$ cat src/rtl/pb_event_conditioner.sv
// Push-button conditioner: 2-flop synchroniser plus debounce FSM producing press/release/long pulses.
// Define PB_AUTOREPEAT_EN to build the auto-repeat pulse stream while the button is long-held.
module pb_event_conditioner #(
  parameter int DELAY         = 5,
  parameter int LONG_PRESS    = 1000,
  parameter int REPEAT_PERIOD = 250
) (
  input  logic clock,
  input  logic reset,
  input  logic PB,
  output logic PB_pressed_pulse,
  output logic PB_released_pulse,
  output logic PB_long_pulse,
  output logic PB_repeat_pulse,
  output logic PB_status
);

  localparam int SW = $clog2(DELAY + 1);
  localparam int HW = $clog2(LONG_PRESS + 1);
  localparam logic [SW-1:0] DELAY_V = SW'(DELAY);
  localparam logic [HW-1:0] LONG_V  = HW'(LONG_PRESS);

  typedef enum logic [2:0] {
    IDLE, PRESS_WAIT, PRESSED, LONG_HELD, RELEASE_WAIT
  } state_t;

  state_t        r_state, w_state_next;
  logic          r_s1, r_sync;
  logic [SW-1:0] r_stable, w_stable_next, w_stable_inc;
  logic [HW-1:0] r_hold, w_hold_next, w_hold_inc;
  logic          r_was_long, w_was_long_next;
  logic          r_press, w_press_next;
  logic          r_release, w_release_next;
  logic          r_long, w_long_next;
  logic          r_status, w_status_next;

  assign w_stable_inc = r_stable + SW'(1);
  assign w_hold_inc   = r_hold + HW'(1);

  always_ff @(posedge clock) begin
    if (reset) begin
      r_s1       <= 1'b0;
      r_sync     <= 1'b0;
      r_state    <= IDLE;
      r_stable   <= '0;
      r_hold     <= '0;
      r_was_long <= 1'b0;
      r_press    <= 1'b0;
      r_release  <= 1'b0;
      r_long     <= 1'b0;
      r_status   <= 1'b0;
    end else begin
      r_s1       <= PB;
      r_sync     <= r_s1;
      r_state    <= w_state_next;
      r_stable   <= w_stable_next;
      r_hold     <= w_hold_next;
      r_was_long <= w_was_long_next;
      r_press    <= w_press_next;
      r_release  <= w_release_next;
      r_long     <= w_long_next;
      r_status   <= w_status_next;
    end
  end

  always_comb begin
    w_state_next    = r_state;
    w_stable_next   = r_stable;
    w_hold_next     = r_hold;
    w_was_long_next = r_was_long;
    w_press_next    = 1'b0;
    w_release_next  = 1'b0;
    w_long_next     = 1'b0;
    case (r_state)
      IDLE: begin
        if (r_sync) begin
          if (DELAY == 1) begin
            w_state_next = PRESSED;
            w_press_next = 1'b1;
            w_hold_next  = '0;
          end else begin
            w_state_next  = PRESS_WAIT;
            w_stable_next = SW'(1);
          end
        end
      end
      PRESS_WAIT: begin
        if (!r_sync) begin
          w_state_next = IDLE;
        end else begin
          w_stable_next = w_stable_inc;
          if (w_stable_inc == DELAY_V) begin
            w_state_next = PRESSED;
            w_press_next = 1'b1;
            w_hold_next  = '0;
          end
        end
      end
      PRESSED, LONG_HELD: begin
        if (!r_sync) begin
          w_was_long_next = (r_state == LONG_HELD);
          // A one-cycle debounce accepts the release on the first low sample.
          if (DELAY == 1) begin
            w_state_next   = IDLE;
            w_release_next = 1'b1;
          end else begin
            w_state_next  = RELEASE_WAIT;
            w_stable_next = SW'(1);
          end
        end else if (r_state == PRESSED) begin
          w_hold_next = w_hold_inc;
          if (w_hold_inc == LONG_V) begin
            w_state_next = LONG_HELD;
            w_long_next  = 1'b1;
          end
        end
      end
      RELEASE_WAIT: begin
        if (r_sync) begin
          w_state_next = r_was_long ? LONG_HELD : PRESSED;
        end else begin
          w_stable_next = w_stable_inc;
          if (w_stable_inc == DELAY_V) begin
            w_state_next   = IDLE;
            w_release_next = 1'b1;
          end
        end
      end
      default: w_state_next = IDLE;
    endcase
    w_status_next = (w_state_next == PRESSED) || (w_state_next == LONG_HELD) ||
                    (w_state_next == RELEASE_WAIT);
  end

  assign PB_pressed_pulse  = r_press;
  assign PB_released_pulse = r_release;
  assign PB_long_pulse     = r_long;
  assign PB_status         = r_status;

`ifdef PB_AUTOREPEAT_EN
  localparam int RW = $clog2(REPEAT_PERIOD + 1);
  localparam logic [RW-1:0] REP_V = RW'(REPEAT_PERIOD);

  logic [RW-1:0] r_rep, w_rep_inc;
  logic          r_repeat;

  assign w_rep_inc = r_rep + RW'(1);

  // Phase is restarted by the long pulse and simply held across release bounce.
  always_ff @(posedge clock) begin
    if (reset) begin
      r_rep    <= '0;
      r_repeat <= 1'b0;
    end else begin
      r_repeat <= 1'b0;
      if (w_long_next) begin
        r_rep <= '0;
      end else if (r_state == LONG_HELD && r_sync) begin
        if (w_rep_inc == REP_V) begin
          r_rep    <= '0;
          r_repeat <= 1'b1;
        end else begin
          r_rep <= w_rep_inc;
        end
      end
    end
  end

  assign PB_repeat_pulse = r_repeat;
`else
  // Low for every legal period; no repeat counter exists in this build.
  assign PB_repeat_pulse = (REPEAT_PERIOD < 1);
`endif

endmodule
$ cat config.mk
export PLATFORM = sky130hd
export DESIGN_NAME = pb_event_conditioner
export DESIGN_NICKNAME = d
export VERILOG_FILES = /design/src/rtl/pb_event_conditioner.sv
export SDC_FILE = /design/constraint.sdc
export NUM_CORES = 1
export LEC_CHECK = 0
export CORE_ASPECT_RATIO = 1.5
export CORE_UTILIZATION = 33
export CTS_CLUSTER_SIZE = 16
export DETAILED_ROUTE_END_ITERATION = 8
export PLACE_DENSITY = 0.47
export SYNTH_ARGS = -nofsm -noshare
export SYNTH_HDL_FRONTEND = slang
export SYNTH_SLANG_ARGS = --single-unit
$ cat constraint.sdc
create_clock -name clock -period 3.94 [get_ports clock]
set_clock_uncertainty 0.1 [all_clocks]
set_input_delay 0.788 -clock clock [delete_from_list [all_inputs] [get_ports clock]]
set_output_delay 0.788 -clock clock [all_outputs]
set_load 0.03 [all_outputs]
Word level (Yosys, flattened, before mapping):

Cells that the tools add are included.

* register bits: 23
* input port bits: 3
* output and inout bits: 5
* logic and storage cells: 67

* bitwise logic cells: 5
* eq/ne operators: 16
* mux-type cells: 22
* $add $sub $neg: 2
* reductions and logical operators: 12

Operator list (number)
* 10-bit two-way mux: 4
* 3-bit two-way mux: 12
* 3-bit case mux with 4 select lines: 2
* 10-bit case mux with 2 select lines: 1
* 2-bit != test, second input constant: 7
* 3-bit by 2-bit == test with 1-bit output, second input constant: 4
* 10-bit by 1-bit adder with 10-bit output, second input constant: 1
* 10-bit == test, second input constant: 1
* 5-bit AND reduction: 2
* 3-bit == test, second input constant: 3
* 3-bit OR reduction: 2
* 1-bit inverter: 5
* 4-bit nonzero test: 1
* 4-bit OR reduction: 1
* 3-bit by 1-bit adder with 3-bit output, second input constant: 1
* 3-bit by 1-bit == test with 1-bit output, second input constant: 1
* 3-bit zero test: 1
* 1-bit two-way mux: 3
* 1-bit logical OR: 2
* 2-bit AND reduction: 1
* 2-bit nonzero test: 1
* 2-bit OR reduction: 1

Longest topological paths before layout:

Gate-level depths: netlist of the first run.

* depth after elaboration: 9
* mapped depth: 7
* gate-level depth less buffers: 7

Worst setup path before layout of the first run:

OpenSTA, ideal clock, no wires.

* path type: reg2reg
* start point: register r_hold[0]
* end point: register r_state[0]
* setup slack: 1.871 ns
* setup time: 0.066 ns
* buffers on the path: 1
* data required time: 3.774 ns
* cell stages (with the launch flop): 8
* arrival: 1.903 ns
* period minus slack after synthesis: 2.069 ns
* path through: dfxtp_1 -> ha_1 -> buf_2 -> nand3_1 -> xor2_1 -> or4b_1 -> or4_4 -> a21oi_2

* cells in the longest elaborated chain, start to end: 6

Ends and longest elaborated chain
* from (decl): RTL line 30 `logic [HW-1:0] r_hold, w_hold_next, w_hold_inc;`
* from (signal assigned): RTL line 57 `r_hold <= w_hold_next;`
* 10-bit by 1-bit adder with 10-bit output: RTL line 38 `assign w_hold_inc = r_hold + HW'(1);`
* 10-bit == test: RTL line 112 `if (w_hold_inc == LONG_V) begin`
* 3-bit two-way mux: RTL line 112
* 3-bit two-way mux: RTL line 110 `end else if (r_state == PRESSED) begin`
* 3-bit two-way mux: RTL line 100 `if (!r_sync) begin`
* 3-bit case mux with 4 select lines: RTL line 74 `case (r_state)`
* to (signal assigned): RTL line 55 `r_state <= w_state_next;`
* to (decl): RTL line 27 `state_t r_state, w_state_next;`

No other way between the ends.
A chain may end at the register's enable or synchronous reset.

Final worst setup path of the first run:

* start point: register r_hold[0]
* end point: register r_long (netlist: PB_long_pulse)

* cells in the longest elaborated chain, start to end: 3

Ends and longest elaborated chain
* 10-bit by 1-bit adder with 10-bit output: RTL line 38
* 10-bit == test: RTL line 112
* 1-bit two-way mux: RTL line 112
* to (signal assigned): RTL line 61 `r_long <= w_long_next;`
* to (decl): RTL line 34 `logic r_long, w_long_next;`

No other way between the ends.

==> results of run 1 <==
## worst paths after layout
| kind | end | slack (ps) |
|---|---|---|
| max reg2reg | PB_long_pulse$_SDFF_PP0_ | 1590 |
| max | PB_long_pulse$_SDFF_PP0_ | 1590 |
| min reg2reg | r_sync$_SDFF_PP0_ | 350 |
| min | r_sync$_SDFF_PP0_ | 350 |
## worst reg2reg max path, cell delays in order (launching register included)
cell and delay (ps):
sky130_fd_sc_hd__dfxtp_1 450, sky130_fd_sc_hd__ha_1 360, sky130_fd_sc_hd__nand3_1 130, sky130_fd_sc_hd__xor2_1 170, sky130_fd_sc_hd__or4b_1 470, sky130_fd_sc_hd__or4_4 450, sky130_fd_sc_hd__nor3_2 120
## final cells by class
type	count	area share
multi-input cells	101	0.5049
flip-flops and latches	23	0.3594
repair buffers	6	0.04687
well taps	40	0.03906
clock buffers	4	0.03516
inverters	5	0.01465
## registers in the layout (all words and copies together), names as in the netlist
name / flops
r_hold: 10
r_stable: 3
r_state: 3
PB_long_pulse: 1
PB_pressed_pulse: 1
PB_released_pulse: 1
PB_status: 1
r_s1: 1
r_sync: 1
r_was_long: 1
## per-stage QoR
step	utilization	setup slack, ps	hold slack, ps	cells
2_1_floorplan	-	1871	313.8	135
3_3_place_gp	0.3800	1552	318.0	175
3_5_place_dp	0.3800	1491	328.4	175
4_1_cts	0.3938	1571	348.7	179
5_1_grt	0.3938	1456	369.9	179
6_report	0.3938	1595	345.5	179
## per-layer routing
| layer | track usage | vias to the layer above | part of all wire |
|---|---|---|---|
| met4 | 0.09524 | 0 | 0.023 |
| li1 | - | 502 | - |
| met1 | 0.1691 | 464 | 0.43 |
| met3 | 0.01840 | 4 | 0.019 |
| met5 | 0 | - | 0 |
| met2 | 0.2844 | 14 | 0.53 |
## logic make-up (layout without fill, tap and decap cells)
family | count (synthesis) | in the layout | share of synthesized area
and+or+nand+nor | 56 | 56 | 0.2657
xor gates and xnor gates | 5 | 5 | 0.03796
adders and majority gates | 3 | 3 | 0.03254
other | 1 | 1 | 0.003251
AOI/OAI and AO/OA | 35 | 35 | 0.2126
DFF | 23 | 23 | 0.3991
muxes | 1 | 1 | 0.008677
buffers and inverters | 11 | 15 | 0.04013
## power breakdown
group | internal [mW] | switching, mW | leakage [nW] | total (mW)
Combinational | 0.00531 | 0.00935 | 0.229 | 0.0147
Sequential | 0.234 | 0.00288 | 0.186 | 0.237
Clock | 0.0721 | 0.0753 | 0.0228 | 0.147
## cell usage in the layout (no fill, tap or decap), types with 2 or more instances in the layout
cell type / Yosys / final
sky130_fd_sc_hd__a21oi_1: 5 / 5
sky130_fd_sc_hd__a311oi_1: 4 / 4
sky130_fd_sc_hd__a31oi_1: 5 / 5
sky130_fd_sc_hd__and2_1: 3 / 3
sky130_fd_sc_hd__and4_1: 2 / 2
sky130_fd_sc_hd__clkbuf_8: 0 / 3
sky130_fd_sc_hd__clkdlybuf4s50_1: 0 / 6
sky130_fd_sc_hd__dfxtp_1: 23 / 23
sky130_fd_sc_hd__ha_1: 3 / 3
sky130_fd_sc_hd__inv_1: 5 / 5
sky130_fd_sc_hd__nand2_1: 12 / 12
sky130_fd_sc_hd__nand2b_1: 2 / 2
sky130_fd_sc_hd__nand3_1: 6 / 6
sky130_fd_sc_hd__nand4_1: 3 / 3
sky130_fd_sc_hd__nor2_1: 13 / 13
sky130_fd_sc_hd__nor2b_1: 2 / 2
sky130_fd_sc_hd__nor3_1: 2 / 2
sky130_fd_sc_hd__o21ai_0: 6 / 6
sky130_fd_sc_hd__o2bb2ai_1: 5 / 5
sky130_fd_sc_hd__xor2_1: 5 / 5
==> results.md, run 1 <==
Outcome:
- The flow ran to the end, and the final reports show no timing, DRC or antenna violations.

Setup path:
- The type of destination of the critical path is a flop.
- The gate family responsible for the most delay along the worst path is simple AND/OR/NAND/NOR gates.
- The source of the critical timing path is r_hold[0]$_SDFFE_PP0P_.
- The worst-case reg-to-reg path depth is 6.
- The count of buffering cells on the critical path with inverters included is 0.
- In this design, the stage delay of the slowest critical-path cell is roughly 470 ps.
- In this run the critical register-to-register path is launched from r_hold[0]$_SDFFE_PP0P_.
- The type of the setup path with the least slack is flop to flop.
- The number of stages on the worst setup path is 6.
- For the worst setup path, the data required time is about 4000 ps.
- Data on the critical path arrives at its endpoint at 2420 ps.
- Walking the worst path, the cells encountered are ha_1 > nand3_1 > xor2_1 > or4b_1 > or4_4 > nor3_2.
- The critical-path maximum fanout is 8.
- The slowest stage of the critical path belongs to the cell sky130_fd_sc_hd__or4b_1.
- STA classifies the critical path startpoint as a flop.

Clock tree:
- TritonCTS built the clock tree.
- Once the clock tree was built, the setup fixing pass inserted 0 buffers.
- The root buffer cell is sky130_fd_sc_hd__clkbuf_8.
- After clock tree synthesis, the clock-pin slew on the worst setup and hold paths is ~90 ps.
- The number of buffers added to fix hold violations after cts is 0.
- The deepest level of the CTS H-tree is 1.
- The number of buffers inserted during clock tree synthesis is 3.
- The post-cts sizing count is 0.
- The CTS sink count is 23.
- The clock reaches the later pin of the worst-skew pair after 260 ps.
- The buffer levels on the longest clock path is 2.

Detailed routing:
- The detailed-route via count is 984.
- In the routed design, unresolved DRC markers number 0.
- The pre-antenna-repair detailed-routing pass consisted of 4 iterations.
- In the final routed layout, each cell accounts on average for approximately 14 um.
- The post-detailed-route count of antenna-violating nets is 0.
- For this block, the initial DRC count from the detailed router was 25.
- The detailed-route wire length is between 2 and 3 mm.
- The mean number of vias per cell is ~5.5.

Synthesis:
- The most instantiated library cell after synthesis is sky130_fd_sc_hd__dfxtp_1.
- Yosys attributes the largest share of cell area to sky130_fd_sc_hd__dfxtp_1, sky130_fd_sc_hd__nor2_1, sky130_fd_sc_hd__nand2_1.
- In the synthesized netlist, the cells that appear most often are sky130_fd_sc_hd__dfxtp_1, sky130_fd_sc_hd__nor2_1, sky130_fd_sc_hd__nand2_1, sky130_fd_sc_hd__nand3_1, sky130_fd_sc_hd__o21ai_0.
- For this run, asynchronously set or reset flops after synthesis account for 0.
- The flop and latch count out of synthesis is 23.
- The average instance in the mapped netlist occupies 8.545 um^2.
- For this run, the register share of the synthesized area comes to 0.3991.
- Summing every instance area after synthesis gives ~1200 um^2.
- The synthesized netlist contains 44 unique library cells.
- The number of nets in the synthesized netlist is between 100 and 150.
- The library cell with the largest summed area after synthesis is sky130_fd_sc_hd__dfxtp_1.
- Of the post-synthesis cell area, the dominant cell type holds 0.3991.
- The synthesized netlist cell count is ~140.
- The top flip-flop cell by instance count after synthesis is sky130_fd_sc_hd__dfxtp_1.
- Yosys mapped a number of flops with a built-in enable equal to 0.
- The Yosys step of the flow raised 0 warnings.

Placed design:
- The count of buffers from port buffering is 6.
- The wire-length estimate of the detail-placed layout is 1.874 mm.
- The area after detailed placement is 1236 um^2.
- The final weighted congestion in routability-driven placement is approximately 0.74.

Finish:
- The multi-input combinational cells in the finished layout cover a total of between 600 and 700 um^2.
- The count of fill cells added during filler insertion is 354.
- From synthesis to final layout, the design area changed by 11.06%.
- In the final layout, flip-flops and latches occupy between 400 and 500 um^2.
- The finished cells cover 1281 um^2.
- The repair_antennas step left the layout with diodes totalling 0.
- The final-stage net count is 146.
- The fraction of layout instances using a drive strength above 1 is 0.05755.

Floorplanning:
- The initial utilization of the core area, before any placement, comes to 0.3546.
- The core region is 3253 um^2.
- The I/O pin count is 8.
- The overall die width is about 50 um.
- The floorplan step set the die height to 74.42 um.
- The number of core rows is 25.
- The die covers 3741 um^2.

Flow run:
- The total of max-cap violations is 0.

Timing:
- The hold violation total from the final report came to 0.
- Setup repair after global routing left no endpoint under its margin.
- The number of pins with negative max-slew slack in the final report is 0.
- The actual transition at the worst max-transition pin is 591.3 ps.
- The worst pin sits at a relative slew slack of 0.6046.
- Summed over all failing endpoints, the final setup total negative slack is 0 ps.
- The share of the clock period used by the worst path is 0.5953.
- The maximum operating frequency is 0.4264 GHz.
- The final-report setup violation count is 0.
- The clock period could shrink to about 2300 ps.

Power:
- Summing internal, switching and leakage power gives ~0.4 mW.
- The total leakage power is 0.4377 nW.
- Across the VDD grid, the largest voltage drop is around 0.14 mV.
- Dividing total power by cell area gives a power density of about 310 nW/um^2.

Min path:
- The hold path startpoint is r_s1$_SDFF_PP0_.
- Counting instances, the worst hold path has a depth of 1.
- In this run the worst hold path is classified as flop to flop.

GRT:
- The wire length of the first global-routing pass is about 4.4 mm.
- The via count of the first global-routing pass is ~940.
- The aggregate global routing overflow is 0.
- Entering global routing, the biggest net connects 16 pins.
- The initial antenna violation count is 0.
- In the global route stage, overall resource usage came out at 0.1559.
Power figures use the tool's default switching activity.
==> run 2: changes to the inputs <==
==> constraint.sdc (replaced) <==
create_clock -name clock -period 2.25 [get_ports clock]
set_clock_uncertainty 0.1 [all_clocks]
set_input_delay 0.45 -clock clock [delete_from_list [all_inputs] [get_ports clock]]
set_output_delay 0.45 -clock clock [all_outputs]
set_load 0.03 [all_outputs]
==> run 2 against run 1 <==
  * Hold slack gained 9.9 ps
  * Via count increased by 2.7%
  * Register-to-register slack got worse by 1400 ps
  * Core utilization is 1.2 points higher
  * Die area unchanged
  * Critical path type unchanged
  * Fmax rose by 15%
  * Count of clock-buffer cells in the layout unchanged
  * Combinational power rose by 100%
==> results.md, run 2 (synthesized netlist as in run 1, its figures left out) <==
Clock tree:
- The buffer levels on the longest clock path is 2.
- The cell sitting at the root of the clock tree is a sky130_fd_sc_hd__clkbuf_8.
- The source-to-sink clock delay at the later pin of the worst-skew pair is roughly 260 ps.
- CTS built an H-tree with a depth of 1.
- The number of buffers added to fix hold violations after cts is 0.
- The clock tree from TritonCTS is yes.
- The clock slew at the register clock pins of the worst setup and hold paths is ~80 ps.
- The post-cts sizing count is 0.
- The total setup buffers inserted after CTS is 0.
- The clock drives 23 sinks.
- Counting the buffers created by CTS gives 3.

Placed design:
- At the end of routability-driven placement, the weighted congestion stood at between 0.7 and 0.8.
- The count of buffers added on input and output ports is 6.
- The detailed placer's ending HPWL is 1.911 mm.
- OpenSTA, run right after detailed placement, puts the worst setup slack at between 200 and 250 ps.

GRT:
- For met1 alone, demand over resource in global routing was 0.1507.
- In the global route stage, overall resource usage came out at 0.1487.
- For met2 alone, demand over resource in global routing was 0.2904.
- The first global-routing pass estimated 4.181 mm of wire.
- The global routing stage identified its most utilized layer as met2.
- The aggregate global routing overflow is 0.
- The via count of the first global-routing pass is 953.
- For met3 alone, demand over resource in global routing was 0.02454.
- Entering global routing, the biggest net connects 16 pins.
- The initial antenna violation count is 0.

Finish:
- The final antenna diode count is 0.
- Leaving out fill and tap cells, the most frequent cell in the layout is sky130_fd_sc_hd__dfxtp_1.
- The register with the most flip-flops in the layout has 10 of them.
- In the final layout, the share of cells above drive strength 1 is 0.09028.
- The final-stage net count is 151.
- The largest register by flop count is r_hold.
- Compared with the post-synthesis result, the final layout area differs by 14.32%.
- In the layout the commonest cells are sky130_fd_sc_hd__dfxtp_1, sky130_fd_sc_hd__nor2_1, sky130_fd_sc_hd__nand2_1.
- The largest registers in the layout are r_hold (10), r_stable (3), r_state (3).

Flow run:
- Across the run, the number of max-cap violations was 0.

Floorplanning:
- The total area inside the core boundary comes to 3253 um^2.
- The height of the chip is around 74 um.
- The effective utilization at floorplan is 0.3546.
- During I/O placement, the number of pins put on the boundary was 8.
- The number of core rows is 25.
- The overall die width is 50.28 um.
- The die covers roughly 3700 um^2.

Timing:
- Measured against its own limit, the worst slew margin works out to 0.6343.
- Setup violations remaining at the end of the flow were counted as 0.
- The maximum operating frequency is ~0.49 GHz.
- The actual transition at the worst max-transition pin is around 550 ps.
- The share of the clock period used by the worst path is 0.9073.
- The post-layout minimum cycle time is about 2000 ps.
- Setup slack closes at between 200 and 250 ps.
- The number of pins with negative max-slew slack in the final report is 0.
- Setup repair after global routing left no endpoint under its margin.
- The hold violation total from the final report was 0.
- Summed over all failing endpoints, the final setup total negative slack is 0 ps.

Setup path:
- Among cell families on the critical path, the largest total delay comes from simple AND/OR/NAND/NOR gates.
- The count of buffering cells on the critical path with inverters included is 0.
- The type of destination of the critical path is a flop.
- The slowest stage of the critical path belongs to the cell sky130_fd_sc_hd__or4b_1.
- The critical-path maximum fanout is 7.
- The delay of the slowest critical-path stage is 440 ps.
- The worst setup path is launched from a flop.
- The register-to-register setup slack is 210 ps.
- The data arrival time of the critical path is between 2000 and 2500 ps.
- The critical path goes through ha_1 > nand3_1 > xor2_1 > or4b_1 > or4_4 > a21oi_2.
- The type of the setup path with the least slack is flop to flop.
- The data required time at the worst endpoint is 2350 ps.

Detailed routing:
- For this run, design rule violations remaining after detail routing come to 0.
- The detailed-route wire length is around 2.6 mm.
- The wire length per cell is between 10 and 15 um.
- The mean number of vias per cell is roughly 5.5.
- The detailed-route via count is ~1000.
- The post-detailed-route count of antenna-violating nets is 0.
- The first detailed-routing pass ran for 4 iterations.
- The initial detailed-routing violation count is 19.

Power:
- After layout, the design draws a total of slightly below 0.7 mW.
- Summed over all cells, the static leakage comes to 0.4641 nW.
- The peak supply drop is approximately 0.23 mV.
- Power spread over the standard cell area amounts to approximately 530 nW/um^2.

Outcome:
- The flow ran to the end, and the final reports show no timing, DRC or antenna violations.

Min path:
- In this run the worst hold path is classified as flop to flop.
## run 2: cell count changes in the layout (fill, tap and decap cells not counted), sizes merged
cell	before	now
buf	0	5
## run 2: worst paths after layout
check                                        endpoint  depth (start not counted)                    from
worst max-delay path            r_state[0]$_SDFF_PP0_                          6  r_hold[0]$_SDFFE_PP0P_
worst min-delay path                r_sync$_SDFF_PP0_                          1         r_s1$_SDFF_PP0_
worst max register to register  r_state[0]$_SDFF_PP0_                          6  r_hold[0]$_SDFFE_PP0P_
worst min register to register      r_sync$_SDFF_PP0_                          1         r_s1$_SDFF_PP0_
## run 2: layout make-up
cell class / count / area [um^2]
flip-flops and latches: 23 / 460.4
well taps: 40 / 50.05
inverters: 5 / 18.77
clock buffers: 4 / 45.04
multi-input cells: 101 / 646.9
fillers: 342 / 1934
repair buffers: 11 / 97.59
## run 2: layer usage
| metal | up-vias | wire (um) |
|---|---|---|
| met5 | - | 0 |
| met4 | 0 | 25 |
| met3 | 2 | 67 |
| li1 | 511 | - |
| met2 | 19 | 1393 |
| met1 | 479 | 1107 |
## run 2: per-stage QoR
stage,hold slack (ps),instance area (um^2),util,cells
2_1_floorplan,313.8,1154,-,135
3_5_place_dp,344.4,1274,0.3915,180
6_report,355.4,1319,0.4054,184
4_1_cts,359.0,1319,0.4054,184
5_1_grt,366.8,1319,0.4054,184
3_3_place_gp,316.0,1274,0.3915,180
## run 2: worst register-to-register path, delay by kind of cell, from the launching register on
kind	cells	cell delay (ps)
fa+ha+maj	1	200
xor+xnor	1	170
flops	1	430
simple gates	3	970
compound gates	1	120
## run 2: where the power goes
group | switching (mW) | internal (mW) | total [mW] | leakage (nW)
clock network | 0.127 | 0.126 | 0.253 | 0.0228
registers | 0.00341 | 0.410 | 0.413 | 0.186
logic | 0.0187 | 0.0112 | 0.0299 | 0.256
==> run 3: changes to the inputs <==
==> constraint.sdc (replaced) <==
create_clock -name clock -period 2.25 [get_ports clock]
set_clock_uncertainty 0.1 [all_clocks]
set_input_delay 0.225 -clock clock [delete_from_list [all_inputs] [get_ports clock]]
set_output_delay 0.225 -clock clock [all_outputs]
set_load 0.03 [all_outputs]
==> results of run 3 <==
Same layout as run 2: the final DEF is identical, and so are final timing and power.
